--- src/rtl/nf10_axis_stream_monitor_if.sv ---
// AXI4-Stream bus bundle observed by nf10_axis_stream_monitor.
// The master drives the payload; the monitor (slave) returns tready.
interface nf10_axis_stream_monitor_if #(
    parameter int DATA_WIDTH  = 256,
    parameter int TUSER_WIDTH = 128
);
    logic [DATA_WIDTH-1:0]   tdata;
    logic [DATA_WIDTH/8-1:0] tstrb;
    logic [TUSER_WIDTH-1:0]  tuser;
    logic                    tvalid;
    logic                    tready;
    logic                    tlast;

    modport master (output tdata, tstrb, tuser, tvalid, tlast, input tready);
    modport slave  (input tdata, tstrb, tuser, tvalid, tlast, output tready);
endinterface

--- src/rtl/nf10_axis_stream_monitor.sv ---
// AXI4-Stream sink that generates tready, gathers traffic statistics and flags protocol errors.
// Optional macro NF10_AXIS_MONITOR_TUSER_LEN_CHECK_EN adds the tuser[15:0] length check (err_flags[5]).
module nf10_axis_stream_monitor #(
    parameter int C_S_AXIS_DATA_WIDTH  = 256,
    parameter int C_S_AXIS_TUSER_WIDTH = 128,
    parameter int C_READY_MODE         = 0,
    parameter int C_STALL_PERIOD       = 8,
    parameter int C_CNT_WIDTH          = 32,
    parameter int C_MAX_PKT_BYTES      = 16383
) (
    input  logic                   aclk,
    input  logic                   reset,
    nf10_axis_stream_monitor_if.slave s_axis,
    input  logic                   clear,
    output logic [C_CNT_WIDTH-1:0] pkt_count,
    output logic [C_CNT_WIDTH-1:0] byte_count,
    output logic [C_CNT_WIDTH-1:0] err_count,
    output logic [7:0]             err_flags,
    output logic                   in_packet
);
    localparam int STRB_W = C_S_AXIS_DATA_WIDTH / 8;
    localparam int POP_W  = $clog2(STRB_W + 1);
    localparam int ACC_W  = 32;
    localparam int SC_W   = $clog2(C_STALL_PERIOD);
    localparam int BEAT_W = C_S_AXIS_DATA_WIDTH + STRB_W + C_S_AXIS_TUSER_WIDTH + 1;

    function automatic logic [POP_W-1:0] popcount(input logic [STRB_W-1:0] v);
        logic [POP_W-1:0] n;
        n = '0;
        for (int i = 0; i < STRB_W; i++) n = n + POP_W'(v[i]);
        return n;
    endfunction

    logic              run;
    logic [SC_W-1:0]   stall_cnt;
    logic [15:0]       lfsr;
    logic              ready_gen;
    logic              tready_int;
    logic              accept;
    logic [STRB_W-1:0] strb;
    logic [POP_W-1:0]  beat_bytes;
    logic [ACC_W-1:0]  pkt_acc;
    logic [ACC_W:0]    acc_wide;
    logic [ACC_W-1:0]  acc_next;
    logic              oversize_seen;
    logic [BEAT_W-1:0] beat_now;
    logic [BEAT_W-1:0] prev_beat;
    logic              prev_valid;
    logic              prev_accept;
    logic              strb_shape_bad;
    logic              len_err;
    logic [7:0]        events;
    logic [C_CNT_WIDTH:0]   byte_wide;
    logic [C_CNT_WIDTH-1:0] byte_next;

    // run stays low for the first cycle after reset, holding tready low and masking the checks.
    always_ff @(posedge aclk) begin
        if (reset) begin
            run       <= 1'b0;
            stall_cnt <= '0;
            lfsr      <= 16'hACE1;
        end else begin
            run       <= 1'b1;
            stall_cnt <= (stall_cnt == SC_W'(C_STALL_PERIOD - 1)) ? '0 : stall_cnt + SC_W'(1);
            lfsr      <= {lfsr[14:0], lfsr[15] ^ lfsr[13] ^ lfsr[12] ^ lfsr[10]};
        end
    end

    always_comb begin
        ready_gen = 1'b1;
        if (C_READY_MODE == 1)
            ready_gen = (stall_cnt != '0);
        else if (C_READY_MODE == 2)
            ready_gen = lfsr[0] | lfsr[1];
    end

    assign tready_int    = run & ready_gen;
    assign s_axis.tready = tready_int;
    assign accept        = s_axis.tvalid & tready_int;

    assign strb           = s_axis.tstrb;
    assign beat_bytes     = popcount(strb);
    assign strb_shape_bad = ((strb & (strb + STRB_W'(1))) != '0);
    assign beat_now       = {s_axis.tdata, s_axis.tstrb, s_axis.tuser, s_axis.tlast};

    assign acc_wide = {1'b0, pkt_acc} + {{(ACC_W + 1 - POP_W){1'b0}}, beat_bytes};
    assign acc_next = acc_wide[ACC_W] ? '1 : acc_wide[ACC_W-1:0];

`ifdef NF10_AXIS_MONITOR_TUSER_LEN_CHECK_EN
    logic [15:0] len_cap;
    logic [15:0] first_len;

    always_ff @(posedge aclk) begin
        if (reset)
            len_cap <= '0;
        else if (accept && !in_packet)
            len_cap <= s_axis.tuser[15:0];
    end

    // A single-beat packet has no captured length yet, so use the live tuser.
    assign first_len = in_packet ? len_cap : s_axis.tuser[15:0];
    assign len_err   = accept & s_axis.tlast & ({16'b0, first_len} != acc_next);
`else
    assign len_err = 1'b0;
`endif

    always_comb begin
        events    = '0;
        events[0] = run & prev_valid & ~prev_accept & ~s_axis.tvalid;
        events[1] = run & s_axis.tvalid & prev_valid & ~prev_accept & (beat_now != prev_beat);
        events[2] = accept & (strb != '0) & strb_shape_bad;
        events[3] = accept & (strb == '0);
        events[4] = accept & ~oversize_seen & (acc_next > ACC_W'(C_MAX_PKT_BYTES));
        events[5] = len_err;
    end

    always_ff @(posedge aclk) begin
        if (reset) begin
            prev_valid  <= 1'b0;
            prev_accept <= 1'b0;
            prev_beat   <= '0;
        end else begin
            prev_valid  <= s_axis.tvalid;
            prev_accept <= accept;
            prev_beat   <= beat_now;
        end
    end

    always_ff @(posedge aclk) begin
        if (reset) begin
            pkt_acc       <= '0;
            in_packet     <= 1'b0;
            oversize_seen <= 1'b0;
        end else if (accept) begin
            if (s_axis.tlast) begin
                pkt_acc       <= '0;
                in_packet     <= 1'b0;
                oversize_seen <= 1'b0;
            end else begin
                pkt_acc   <= acc_next;
                in_packet <= 1'b1;
                if (events[4])
                    oversize_seen <= 1'b1;
            end
        end
    end

    assign byte_wide = {1'b0, byte_count} + {{(C_CNT_WIDTH + 1 - POP_W){1'b0}}, beat_bytes};
    assign byte_next = byte_wide[C_CNT_WIDTH] ? '1 : byte_wide[C_CNT_WIDTH-1:0];

    // clear wins over any beat or error in the same cycle.
    always_ff @(posedge aclk) begin
        if (reset || clear) begin
            pkt_count  <= '0;
            byte_count <= '0;
            err_count  <= '0;
            err_flags  <= '0;
        end else begin
            if (accept) begin
                byte_count <= byte_next;
                if (s_axis.tlast && pkt_count != '1)
                    pkt_count <= pkt_count + C_CNT_WIDTH'(1);
            end
            if ((events != '0) && err_count != '1)
                err_count <= err_count + C_CNT_WIDTH'(1);
            err_flags <= err_flags | events;
        end
    end
endmodule
--- src/flat_wrapper.sv ---
// flat-port wrapper written by rule: the top's interface ports become plain ports
module nf10_axis_stream_monitor_flat 
#(
    parameter int C_S_AXIS_DATA_WIDTH  = 256,
    parameter int C_S_AXIS_TUSER_WIDTH = 128,
    parameter int C_READY_MODE         = 0,
    parameter int C_STALL_PERIOD       = 8,
    parameter int C_CNT_WIDTH          = 32,
    parameter int C_MAX_PKT_BYTES      = 16383
)
  (aclk, reset, clear, pkt_count, byte_count, err_count, err_flags, in_packet, s_axis_tdata, s_axis_tstrb, s_axis_tuser, s_axis_tvalid, s_axis_tlast, s_axis_tready);
  nf10_axis_stream_monitor_if s_axis_i ();
  input  logic aclk;
  input  logic reset;
  input  logic clear;
  output logic [C_CNT_WIDTH-1:0] pkt_count;
  output logic [C_CNT_WIDTH-1:0] byte_count;
  output logic [C_CNT_WIDTH-1:0] err_count;
  output logic [7:0] err_flags;
  output logic in_packet;
  input wire logic [$bits(s_axis_i.tdata)-1:0] s_axis_tdata;
  input wire logic [$bits(s_axis_i.tstrb)-1:0] s_axis_tstrb;
  input wire logic [$bits(s_axis_i.tuser)-1:0] s_axis_tuser;
  input wire logic [$bits(s_axis_i.tvalid)-1:0] s_axis_tvalid;
  input wire logic [$bits(s_axis_i.tlast)-1:0] s_axis_tlast;
  output wire logic [$bits(s_axis_i.tready)-1:0] s_axis_tready;
  assign s_axis_i.tdata = s_axis_tdata;
  assign s_axis_i.tstrb = s_axis_tstrb;
  assign s_axis_i.tuser = s_axis_tuser;
  assign s_axis_i.tvalid = s_axis_tvalid;
  assign s_axis_i.tlast = s_axis_tlast;
  assign s_axis_tready = s_axis_i.tready;
  nf10_axis_stream_monitor #(.C_S_AXIS_DATA_WIDTH(C_S_AXIS_DATA_WIDTH), .C_S_AXIS_TUSER_WIDTH(C_S_AXIS_TUSER_WIDTH), .C_READY_MODE(C_READY_MODE), .C_STALL_PERIOD(C_STALL_PERIOD), .C_CNT_WIDTH(C_CNT_WIDTH), .C_MAX_PKT_BYTES(C_MAX_PKT_BYTES)) u_core (.aclk(aclk), .reset(reset), .s_axis(s_axis_i), .clear(clear), .pkt_count(pkt_count), .byte_count(byte_count), .err_count(err_count), .err_flags(err_flags), .in_packet(in_packet));
endmodule
--- config.mk ---
export PLATFORM = sky130hd
export DESIGN_NAME = nf10_axis_stream_monitor_flat
export DESIGN_NICKNAME = d
export VERILOG_FILES = /design/src/rtl/nf10_axis_stream_monitor_if.sv /design/src/rtl/nf10_axis_stream_monitor.sv /design/src/flat_wrapper.sv
export SDC_FILE = /design/constraint.sdc
export NUM_CORES = 1
export LEC_CHECK = 0
export CORE_UTILIZATION = 38
export DETAILED_ROUTE_END_ITERATION = 8
export GPL_TIMING_DRIVEN = 0
export PLACE_DENSITY = 0.73
export SYNTH_ARGS = -nofsm -noshare
export SYNTH_HDL_FRONTEND = slang
export SYNTH_SLANG_ARGS = --single-unit
--- constraint.sdc ---
create_clock -name aclk -period 10.6 [get_ports aclk]
set_input_delay 2.12 -clock aclk [delete_from_list [all_inputs] [get_ports aclk]]
set_output_delay 2.12 -clock aclk [all_outputs]
set_load 0.01 [all_outputs]
; After elaboration in Yosys (flattened, before gate mapping)
; Index checks and enable logic that the tools add are counted.
[totals]
regBits = 558
word_cells = 85
[classes]
muxes = 7
n_eq_ne = 3
bitwise = 17
order_cmp = 1
n_addsub = 36
reduce_logical = 10
[ops]
columns = operator, count
row1 = $ne 417x417->1, 1
row2 = $add 6x1->6, 30
row3 = $add 32x1->32 const B, 3
row4 = $mux 32, 3
row5 = $add 32x6->33, 2
row6 = $ne 32x32->1 const B, 2
row7 = $reduce_bool 32->1, 2
row8 = $and 32x32->32, 1
row9 = $gt 32x14->1 const B, 1
row10 = $logic_not 32->1, 1
row11 = $and 1x1->1, 12
row12 = $or 8x5->8, 1
row13 = $reduce_bool 8->1, 1
row14 = $mux 1, 4
row15 = $reduce_and 2->1, 2
row16 = $not 1->1, 3
row17 = $add 1x1->2, 1
row18 = $logic_and 1x1->1, 2
row19 = $reduce_bool 2->1, 1
row20 = $logic_or 1x1->1, 1

; Logic depth before layout (Yosys ltp)
[depth]
word_depth = 37
mapped_depth = 32
depth_no_buf = 30

; Worst setup path after synthesis
; OpenSTA, ideal clock, no wires.
[synth_timing]
path_type = in2reg
start = input s_axis_tstrb[0]
end = register u_core.err_count[13]
arrival_ps = 9269
cell_stages = 28
t_required_ps = 10468
path_buffers = 2
setup_slack_ps = 1199
path_cell_list = inv_1 > ha_1 > inv_1 > fa_1 > fa_1 > fa_1 > fa_1 > fa_1 > fa_1 > fa_1 > fa_1 > inv_1 > a21o_1 > a21oi_1 > xnor2_1 > ha_1 > and3_1 > a221oi_2 > nor4_1 > a31oi_1 > o211ai_2 > nor4b_4 > a211oi_4 > nor3_4 > buf_6 > buf_4 > o41ai_1 > a21oi_1
[synth_via]
elab_chain_cells = 37
elab_cells_between_ends = 47
[synth_rtl]
columns = element, line_no
row1 = "start, declared", flat_wrapper.sv:22  ; input wire logic [$bits(s_axis_i.tstrb)-1:0] s_axis_tstrb;
row2 = $add 1x1->2, nf10_axis_stream_monitor.sv:30  ; for (int i = 0; i < STRB_W; i++) n = n + POP_W'(v[i]);
row3 = $add 6x1->6 (30 in series), nf10_axis_stream_monitor.sv:30
row4 = $add 32x6->33, nf10_axis_stream_monitor.sv:86  ; assign acc_wide = {1'b0, pkt_acc} + {{(ACC_W + 1 - POP_W){1'b0}}, beat_bytes};
row5 = $mux 32, nf10_axis_stream_monitor.sv:87  ; assign acc_next = acc_wide[ACC_W] ? '1 : acc_wide[ACC_W-1:0];
row6 = $gt 32x14->1, nf10_axis_stream_monitor.sv:113  ; events[4] = accept & ~oversize_seen & (acc_next > ACC_W'(C_MAX_PKT_BYTES));
row7 = $and 1x1->1, nf10_axis_stream_monitor.sv:113
row8 = $reduce_bool 8->1 *, nf10_axis_stream_monitor.sv:164  ; if ((events != '0) && err_count != '1)
row9 = $logic_and 1x1->1 *, nf10_axis_stream_monitor.sv:164
row10 = "end signal, assigned", nf10_axis_stream_monitor.sv:165  ; err_count <= err_count + C_CNT_WIDTH'(1);
row11 = "end, declared", nf10_axis_stream_monitor.sv:17  ; output logic [C_CNT_WIDTH-1:0] err_count,
; Every way passes the cells marked *; elsewhere a longest branch is shown, timed or not.
; A chain may end at the register's enable or synchronous reset.

; Worst setup path in the final report
[layout_timing]
start = input s_axis_tstrb[6]
end = register u_core.err_count[7]
[layout_via]
elab_chain_cells = 32
elab_cells_between_ends = 42
[layout_rtl]
columns = element, line_no
row1 = $add 6x1->6 (26 in series), nf10_axis_stream_monitor.sv:30
row2 = $add 32x6->33, nf10_axis_stream_monitor.sv:86
row3 = $mux 32, nf10_axis_stream_monitor.sv:87
row4 = $gt 32x14->1, nf10_axis_stream_monitor.sv:113
row5 = $and 1x1->1, nf10_axis_stream_monitor.sv:113
row6 = $reduce_bool 8->1 *, nf10_axis_stream_monitor.sv:164
row7 = $logic_and 1x1->1 *, nf10_axis_stream_monitor.sv:164
; Marks and branches as above.

==> impl_metrics.prom <==
# TYPE chip_impl_metric gauge
chip_impl_metric{name="switching_power",unit="mW"} 1.79
chip_impl_info{name="mostFrequentLayoutCell",value="sky130_fd_sc_hd__dfxtp_1"} 1
chip_impl_metric{name="synth-seq-area-share",unit="%"} 45.6
chip_impl_metric{name="design.portCount",unit=""} 527
chip_impl_metric{name="dp_hpwl",unit="mm"} 69.2
chip_impl_metric{name="drt-initial-drc-count",unit=""} 1400
chip_impl_info{name="timing.setup.critical_path_class",value="in2reg"} 1
chip_impl_metric{name="routedWlPerCell",unit="µm"} 22.5
chip_impl_metric{name="power.sequential.fraction",unit="%"} 37.4
chip_impl_metric{name="maximum_buffer_depth_of_the_clock_tree",unit=""} 3
chip_impl_metric{name="fin_hold_ws",unit="ps"} 470
chip_impl_metric{name="dieHeight",unit="µm"} 255
chip_impl_metric{name="total_track_usage",unit="%"} 27.2
chip_impl_metric{name="vdd.ir_drop.worst",unit="µV"} 208
chip_impl_info{name="tritoncts_clock_tree",value="built"} 1
chip_impl_metric{name="first_pass_iters",unit=""} 5
chip_impl_metric{name="syn-instance-count",unit=""} 2566
chip_impl_metric{name="cts-hold-fix-buffers",unit=""} 0
chip_impl_metric{name="final-setup-viol-count",unit=""} 0
chip_impl_metric{name="htree_num_levels",unit=""} 2
chip_impl_info{name="setup.worst_path.start_class",value="primary input"} 1
chip_impl_metric{name="std_cell_rows",unit=""} 92
chip_impl_metric{name="floorplan.initialDensity",unit="%"} 38.6
chip_impl_metric{name="power.density_cell_area",unit="nW/µm²"} 182
chip_impl_metric{name="io_buffer_count",unit=""} 520
chip_impl_info{name="worst_hold_path_type",value="reg2reg"} 1
chip_impl_metric{name="die_area",unit="µm²"} 65200
chip_impl_metric{name="route.final.wire_length",unit="mm"} 91.1
chip_impl_metric{name="synth_cell_types",unit=""} 73
chip_impl_info{name="crit_start",value="s_axis_tstrb[6]"} 1
chip_impl_metric{name="synth-seq-cells",unit=""} 555
chip_impl_metric{name="internal_power",unit="mW"} 4.18
chip_impl_info{name="run_status",value="finished, final reports clean"} 1
chip_impl_metric{name="fmax",unit="MHz"} 98.2
chip_impl_metric{name="clkLatencyLatePin",unit="ps"} 640
chip_impl_metric{name="cts_inserted_buffers",unit=""} 58
chip_impl_metric{name="cap_violations",unit=""} 0
chip_impl_metric{name="syn-cell-area",unit="µm²"} 24400
chip_impl_info{name="setup.worst_path.end_class",value="flop"} 1
chip_impl_metric{name="finish.utilization",unit="%"} 51.9
chip_impl_metric{name="number_of_global_route_vias_before_repair",unit=""} 20100
chip_impl_metric{name="min_period",unit="ps"} 10190
chip_impl_metric{name="post_route_cells_drive_above_1_share",unit="%"} 4.35
chip_impl_info{name="timing.critical_path.to",value="u_core.err_count[7]"} 1
chip_impl_info{name="timing.rr.end",value="u_core.err_count[21]"} 1
chip_impl_metric{name="power",unit="mW"} 5.97
chip_impl_metric{name="globalRoute.totalOverflow",unit=""} 0
chip_impl_info{name="final_cell_mix",value="555 x sky130_fd_sc_hd__dfxtp_1, 518 x sky130_fd_sc_hd__clkdlybuf4s50_1, 388 x sky130_fd_sc_hd__nor2b_1, 371 x sky130_fd_sc_hd__xnor2_1, 150 x sky130_fd_sc_hd__nor2_1"} 1
chip_impl_metric{name="reg2reg_setup_slack",unit="ps"} 6480
chip_impl_metric{name="dr_total_vias",unit=""} 20800
chip_impl_metric{name="postRouteAntennaNets",unit=""} 0
chip_impl_metric{name="synth-warning-count",unit=""} 0
chip_impl_metric{name="areaGrowthSynthToFinish",unit="%"} 34.4
chip_impl_metric{name="switching_share",unit="%"} 29.9
chip_impl_metric{name="fill_cells",unit=""} 5721
chip_impl_metric{name="grt_first_pass_wirelength",unit="mm"} 132
chip_impl_metric{name="asyncSetResetFlopFracSynth",unit="%"} 0
chip_impl_metric{name="post-route-drc-count",unit=""} 0
chip_impl_metric{name="core_region_area",unit="µm²"} 63200
chip_impl_metric{name="synth-edff-count",unit=""} 0
chip_impl_metric{name="share_of_total_power_in_combinational_logic",unit="%"} 26.2
chip_impl_metric{name="timing.critical_path.required",unit="ps"} 11100
chip_impl_metric{name="slew_headroom",unit="%"} 13.9
chip_impl_info{name="grt_setup_unrepaired",value="no"} 1
chip_impl_metric{name="die_x",unit="µm"} 255
chip_impl_metric{name="cts.reportedPaths.clkPinSlew",unit="ps"} 60
chip_impl_metric{name="power_frac_clock",unit="%"} 36.4
chip_impl_metric{name="fin_crit_sh",unit="%"} 96.1
chip_impl_metric{name="data_arrival_time_of_the_worst_path",unit="ps"} 10680
chip_impl_metric{name="setup_slack",unit="ps"} 412
chip_impl_metric{name="setup_total_negative_slack",unit="ps"} 0
chip_impl_metric{name="worst_slew_pin_slew",unit="ps"} 1290
chip_impl_metric{name="final-hold-violation-count",unit=""} 0
chip_impl_metric{name="final_net_count",unit=""} 3620
chip_impl_info{name="synth_top_flop_cell",value="sky130_fd_sc_hd__dfxtp_1"} 1
chip_impl_metric{name="grt_max_degree",unit=""} 18
chip_impl_metric{name="detailedPlace.worstSlack",unit="ps"} -831
chip_impl_metric{name="viasPerCell",unit=""} 5.12
chip_impl_metric{name="avg_inst_size_synth",unit="µm²"} 9.50
chip_impl_metric{name="worst-r2r-cell-count",unit=""} 11
chip_impl_metric{name="total_leakage_power",unit="nW"} 11.7
chip_impl_metric{name="cp_max_fo",unit=""} 10
chip_impl_metric{name="worst_clock_skew",unit="ps"} 50.0
chip_impl_metric{name="numClockSinks",unit=""} 555
chip_impl_metric{name="drv_slew",unit=""} 0
chip_impl_info{name="worst_reg2reg_path_startpoint",value="u_core.prev_beat[151]"} 1
chip_impl_metric{name="gp_congestion",unit=""} 0.936
chip_impl_metric{name="antenna_found_initial",unit=""} 20
chip_impl_info{name="cts_root_buf",value="sky130_fd_sc_hd__clkbuf_16"} 1
[worst max-delay path: stages]
cell and delay, ps:
sky130_fd_sc_hd__clkdlybuf4s50_1 730, sky130_fd_sc_hd__inv_1 210, sky130_fd_sc_hd__fa_1 590, sky130_fd_sc_hd__fa_1 450
sky130_fd_sc_hd__fa_1 560, sky130_fd_sc_hd__fa_1 450, sky130_fd_sc_hd__fa_1 540, sky130_fd_sc_hd__fa_1 430
sky130_fd_sc_hd__fa_1 430, sky130_fd_sc_hd__fa_1 420, sky130_fd_sc_hd__inv_1 70, sky130_fd_sc_hd__a21o_1 130
sky130_fd_sc_hd__a21oi_1 80, sky130_fd_sc_hd__xnor2_1 250, sky130_fd_sc_hd__ha_1 350, sky130_fd_sc_hd__a21o_1 250
sky130_fd_sc_hd__a221oi_4 540, sky130_fd_sc_hd__nor3_2 200, sky130_fd_sc_hd__a31oi_1 330, sky130_fd_sc_hd__nor3_1 110
sky130_fd_sc_hd__nor4b_4 160, sky130_fd_sc_hd__a211oi_4 320, sky130_fd_sc_hd__nor3_4 100, sky130_fd_sc_hd__buf_6 180
sky130_fd_sc_hd__buf_4 170, sky130_fd_sc_hd__o41ai_1 390, sky130_fd_sc_hd__a21oi_1 130
[power by group through the flow]
stage	Sequential (mW)	Clock, mW	Combinational (mW)
finish	2.23	2.17	1.57
global route	2.24	2.28	1.73
CTS	2.23	2.20	1.55
detailed placement	2.28	0	1.53
global placement	2.27	0	1.50
floorplan	2.27	0	1.04
[cells in the mapped netlist (all sizes together), types with 24 or more instances]
cell	instances	area [µm²]
nor2b	388	2430
nor3	36	191
xnor2	371	3250
or3	25	156
inv	94	353
and3	27	169
clkbuf	91	342
o21ai	35	175
nand3	69	355
a21oi	93	465
nor4	62	394
nor2	150	563
nand4	119	759
nand2	97	364
dfxtp	555	11100
xor2	82	718
fa	26	521
ha	24	300
[final cells by class]
type / instances / area [µm²] / area share (%)
clock buffer: 90 / 1770 / 5.41
buffer: 108 / 440 / 1.34
sequential: 555 / 11100 / 33.9
clock inverter: 17 / 274 / 0.836
multi-input combinational: 1810 / 12500 / 38.2
tap: 846 / 1060 / 3.23
antenna: 12 / 30.0 / 0.0916
timing repair buffer: 521 / 5220 / 15.9
inverter: 95 / 357 / 1.09
[cell families (layout without fill, tap and decap cells)]
kind of cell,count (synthesis),after routing,share of synthesized area [%]
AND/OR/NAND/NOR,1030,1030,23.9
flip-flops,555,555,45.6
XOR/XNOR,453,453,16.3
AO/OA/AOI/OAI,271,271,7.45
buffers and inverters,203,831,3.27
adder cells (fa/ha/maj),50,50,3.37
multiplexers,3,3,0.123
other,1,15,0.0154
[registers in the layout, indices dropped and copies added (netlist names)]
register and flops:
u_core.byte_count 32, u_core.err_count 32, u_core.err_flags 5, u_core.in_packet 1, u_core.oversize_seen 1, u_core.pkt_acc 32
u_core.pkt_count 32, u_core.prev_accept 1, u_core.prev_beat 417, u_core.prev_valid 1, u_core.s_axis.tready 1
[worst min-delay path by stage]
| stage | startpoint | slack, ps | end | depth (start not counted) |
|---|---|---|---|---|
| after floorplan | u_core.pkt_acc[0] | 460 | u_core.pkt_acc[0] | 2 |
| after global routing | u_core.in_packet | 500 | u_core.in_packet | 1 |
| after detailed placement | u_core.in_packet | 460 | u_core.in_packet | 1 |
| after CTS | u_core.in_packet | 470 | u_core.in_packet | 1 |
| after global placement | u_core.in_packet | 450 | u_core.in_packet | 1 |
| final | u_core.in_packet | 470 | u_core.in_packet | 1 |
[repair_timing]
action / CTS / global route
setup endpoints to repair: 31 / 32
cloned: 0 / 0
pin swaps: 0 / 3
hold endpoints to repair: 0 / 0
resized for setup: 2 / 5
setup buffers: 0 / 1
[metrics by stage]
step / area, µm² / instances
floorplan: 24400 / 2568
global placement: 30700 / 3934
detailed placement: 30700 / 3934
CTS: 32700 / 4041
global route: 32800 / 4047
finish: 32800 / 4054
[layer usage]
layer	GRT usage (%)	vias to the layer above	part of all wire, %
met5	0	-	0.098
met1	33.6	9889	41
met4	7.60	12	2.8
met3	6.58	130	8.3
li1	-	9895	-
met2	46.8	829	48
(Power assumes the default switching activity.)
